<file path="src/rtl/chunked_seq_adder.sv">
// Multi-cycle adder/subtractor: processes CHUNK bits per clock through a shared CHUNK-bit adder,
// producing sum, carry-out and signed overflow after WIDTH/CHUNK RUN cycles plus one DONE cycle.
module chunked_seq_adder #(
  parameter int unsigned WIDTH = 8,
  parameter int unsigned CHUNK = 4
) (
  input  logic             clk,
  input  logic             reset_n,
  input  logic             start,
  input  logic [WIDTH-1:0] a,
  input  logic [WIDTH-1:0] b,
  input  logic             c_in,
  input  logic             sub,
  output logic             busy,
  output logic             done,
  output logic [WIDTH-1:0] s,
  output logic             c_out,
  output logic             ovf
);

  localparam int unsigned N    = WIDTH / CHUNK;
  localparam int unsigned IdxW = $clog2(N + 1);
  localparam int unsigned OffW = (WIDTH > 1) ? $clog2(WIDTH) : 1;

  typedef enum logic [1:0] {StIdle, StRun, StDone} state_e;

  state_e           state_q;
  logic [WIDTH-1:0] a_q, b_q, s_q;
  logic [IdxW-1:0]  idx_q;
  logic             carry_q, c_out_q, ovf_q, busy_q, done_q;

  logic [OffW-1:0]  offset;
  logic [CHUNK-1:0] chunk_a, chunk_b, chunk_sum;
  logic             chunk_carry, msb_cin, last_chunk;

  always_comb begin
    offset = OffW'(idx_q * CHUNK);
    chunk_a = a_q[offset +: CHUNK];
    chunk_b = b_q[offset +: CHUNK];
    {chunk_carry, chunk_sum} = {1'b0, chunk_a} + {1'b0, chunk_b} + {{CHUNK{1'b0}}, carry_q};
    // Carry into the top bit, recovered from the sum bit and both operand bits.
    msb_cin = chunk_sum[CHUNK-1] ^ chunk_a[CHUNK-1] ^ chunk_b[CHUNK-1];
    last_chunk = (idx_q == IdxW'(N - 1));
  end

  always_ff @(posedge clk or negedge reset_n) begin
    if (!reset_n) begin
      state_q <= StIdle;
      a_q     <= '0;
      b_q     <= '0;
      s_q     <= '0;
      idx_q   <= '0;
      carry_q <= 1'b0;
      c_out_q <= 1'b0;
      ovf_q   <= 1'b0;
      busy_q  <= 1'b0;
      done_q  <= 1'b0;
    end else begin
      unique case (state_q)
        StIdle: begin
          if (start) begin
            a_q     <= a;
            b_q     <= sub ? ~b : b;
            // Subtraction is a + ~b + 1, so the seed is forced high and c_in ignored.
            carry_q <= sub | c_in;
            idx_q   <= '0;
            busy_q  <= 1'b1;
            state_q <= StRun;
          end
        end
        StRun: begin
          s_q[offset +: CHUNK] <= chunk_sum;
          carry_q <= chunk_carry;
          idx_q   <= idx_q + IdxW'(1);
          if (last_chunk) begin
            c_out_q <= chunk_carry;
            ovf_q   <= msb_cin ^ chunk_carry;
            done_q  <= 1'b1;
            state_q <= StDone;
          end
        end
        StDone: begin
          done_q  <= 1'b0;
          busy_q  <= 1'b0;
          state_q <= StIdle;
        end
        default: state_q <= StIdle;
      endcase
    end
  end

  assign busy  = busy_q;
  assign done  = done_q;
  assign s     = s_q;
  assign c_out = c_out_q;
  assign ovf   = ovf_q;

endmodule

</file>
<file path="config.mk">
export PLATFORM = sky130hd
export DESIGN_NAME = chunked_seq_adder
export DESIGN_NICKNAME = d
export VERILOG_FILES = /design/src/rtl/chunked_seq_adder.sv
export SDC_FILE = /design/constraint.sdc
export NUM_CORES = 1
export LEC_CHECK = 0
export BUFFER_PORTS_ARGS = -buffer_cell sky130_fd_sc_hd__buf_2
export CAP_MARGIN = 0
export CORE_ASPECT_RATIO = 0.7
export CORE_MARGIN = 2
export CORE_UTILIZATION = 30
export CTS_CLUSTER_SIZE = 8
export DETAILED_ROUTE_END_ITERATION = 10
export HOLD_SLACK_MARGIN = 0.06
export MAX_ROUTING_LAYER = met4
export PLACE_DENSITY = 0.5
export SYNTH_ARGS = -nofsm -noshare
export SYNTH_HDL_FRONTEND = slang
export SYNTH_SLANG_ARGS = --single-unit
</file>
<file path="constraint.sdc">
create_clock -name clk -period 5.3 [get_ports clk]
set_input_delay 0.265 -clock clk [delete_from_list [all_inputs] [get_ports clk]]
set_output_delay 0.265 -clock clk [all_outputs]
set_load 0.02 [all_outputs]
</file>
==> flow_metrics.tcl <==
set metrics [dict create \
    vias 1067 \
    layoutNonFillerInstCount 244 \
    syn_inst 138 \
    switchingPower_mw 0.552 \
    cts_resized 0 \
    grt_max_degree 34 \
    p_comb_frac 0.543 \
    grt_first_pass_wirelength_um 5200 \
    diodes 0 \
    power_density_nw_per_um2 749 \
    crit_buf_inv 2 \
    fmaxAchievable_ghz 0.357 \
    utilization 0.364 \
    avgSynthCellArea_um2 11.5 \
    portBuffers 32 \
    nNetsFinal 198 \
    clock_latency_ps 280 \
    ys_types 27 \
    rsz0062_at_grt "no" \
    std_cell_rows 22 \
    holdBufCountCts 0 \
    drtIter0Drc 17 \
    ant_nets 0 \
    status "finished clean" \
    p_clk_frac 0.125 \
    cp-end-kind "register" \
    critPathMaxFanout 12 \
    antenna_found_initial 0 \
    min_period_over_period 0.529 \
    critPathRequiredTime_ps 5510 \
    swShare 0.391 \
    synth_commonest_cells "dfrtp_1, mux2_2, a21oi_1, nand2_1" \
    via_per_inst 4.37 \
    numClockSinks 33 \
    crit_arrival_ps 3010 \
    die_x_um 91.0 \
    reg2reg_depth 9 \
    path_class "reg -> reg" \
    ioPinCount 33 \
    place_congestion 0.770 \
    avgRoutedWirePerCell_um 12.8 \
    p_int_mw 0.860 \
    cp_slowest_cell "dfrtp_1" \
    cp_top_family "flip-flops" \
    initial_core_util 0.307 \
    ys_warn_count 0 \
    synth_top_area_share 0.520 \
    h-tree-depth 2 \
    path_cells "mux2_2 > fa_1 > inv_1 > fa_1 > inv_1 > a21o_1 > a21oi_1 > xor3_1 > o21ai_1" \
    track_usage 0.119 \
    synth-edff-count 0 \
    drc 0 \
    dp.cells 236 \
    cap_violations 0 \
    post-cts-setup-buffers 0 \
    slowest_delay_ps 640 \
    cts_tree "yes" \
    synthFlopType "dfrtp_1" \
    layout-drive-gt1-share 0.337 \
    reg2reg_slack_ps 2500 \
    drv_slew 0 \
    syn2layout_area_growth_pct 18.7 \
    first_pass_iters 4 \
    synth_area_leader_cell "dfrtp_1" \
    synth_most_common_cell "dfrtp_1" \
    power_mw 1.41 \
    ir_worst_vdd_mv 0.225 \
    cts_buffer_depth 2 \
    yosysSeqAreaShare 0.520 \
    cts_root_buffer "clkbuf_8" \
    relSlewSlack 0.390 \
    synth.net_count 165 \
    hold_path_class "in -> async" \
    clk_pin_slew_ps 60 \
    finalSetupViolCount 0 \
    crit-reg2reg-launch "idx_q[0]$_DFFE_PN0P_" \
    tns_ps 0 \
    regToRegEndpoint "ovf$_DFFE_PN0P_" \
    hpwl_um 2390 \
    start_kind "register" \
    gr-total-overflow 0 \
    syn-cell-area_um2 1590 \
    dieHeight_um 64.9 \
    core_region_area_um2 5170 \
    first_global_vias 1090 \
    fin_skew_ps 2.47 \
    pwr-share-seq 0.332 \
    dieArea_um2 5900 \
    hold_viol_final 0 \
    synth-seq-cells 33 \
    post-route-min-period_ps 2800 \
    synth_area_leaders "dfrtp_1, mux2_2, xnor2_1, a21oi_1, ha_1" \
    leakage_nw 0.869 \
    tightest_slew_ps 914 \
    async_reset_ff_frac 1.00 \
    totalWireLength_um 3130 \
    cts_buffers 5 \
]
==> layer usage <==
layer	track usage	wire, um	vias up
met5	-	0	-
met4	0.0341	7	0
met3	0.0419	161	2
met2	0.174	1330	25
met1	0.156	1630	516
li1	-	-	524
==> sequential cells by signal, indices dropped and copies added, names as in the netlist <==
register  flops
busy          1
idx_q         2
a_q           8
c_out         1
state_q       2
b_q           8
carry_q       1
ovf           1
s             8
done          1
==> layout by cell type, fill, tap and decap left out, types with 2 or more instances in the layout <==
master,Yosys,final
a21oi_1,14,14
clkbuf_8,0,5
nor2_1,9,9
dfrtp_1,33,33
ha_1,4,4
fa_1,2,2
xor2_1,2,2
o21ai_0,6,6
mux2_2,18,18
clkbuf_1,2,3
mux2i_1,2,2
inv_1,7,7
a21o_1,2,2
buf_2,3,32
nand2_1,13,13
xnor2_1,9,9
==> logic make-up after synthesis <==
kind of cell	count (synthesis)	synth area share
muxes	20	0.140
xor gates and xnor gates	12	0.0757
buffers and inverters	14	0.0402
AOI/OAI and AO/OA	27	0.0969
DFF	33	0.520
adders and majority gates	6	0.0567
and+or+nand+nor	26	0.0701
==> power groups by stage <==
stage / clock, mW / combinational [mW] / sequential [mW]
after floorplan: 0 / 0.576 / 0.490
after global placement: 0 / 0.744 / 0.473
after detailed placement: 0 / 0.771 / 0.476
after CTS: 0.184 / 0.777 / 0.471
after global routing: 0.196 / 0.849 / 0.489
final: 0.177 / 0.767 / 0.468
==> layout make-up <==
cell class                 instances  area, um2
fill                             549       3290
sequential                        33        826
multi-input combinational         91        698
timing repair buffer              32        160
tap                               72       90.1
clock buffer                       8       80.1
inverter                           8       30.0
==> metrics by stage <==
| stage | area, um2 | hold slack [ps] | setup WS [ps] |
|---|---|---|---|
| finish | 1880 | 49.1 | 2500 |
| global route | 1880 | 113 | 2290 |
| global placement | 1800 | 356 | 2610 |
| CTS | 1880 | 72.7 | 2480 |
| detailed placement | 1800 | 374 | 2480 |
| floorplan | 1590 | -30.6 | 2840 |
==> how the worst max path moves through the flow <==
stage | startpoint | end | slack [ps] | cells past startpoint
2_1_floorplan | idx_q[0]$_DFFE_PN0P_ | ovf$_DFFE_PN0P_ | 2840 | 10
3_3_place_gp | idx_q[0]$_DFFE_PN0P_ | ovf$_DFFE_PN0P_ | 2610 | 9
3_5_place_dp | idx_q[0]$_DFFE_PN0P_ | ovf$_DFFE_PN0P_ | 2480 | 9
4_1_cts | idx_q[0]$_DFFE_PN0P_ | ovf$_DFFE_PN0P_ | 2480 | 9
5_1_grt | idx_q[0]$_DFFE_PN0P_ | ovf$_DFFE_PN0P_ | 2290 | 9
6_report | idx_q[0]$_DFFE_PN0P_ | ovf$_DFFE_PN0P_ | 2500 | 9
Note: power is estimated with default switching activity, not from simulation.
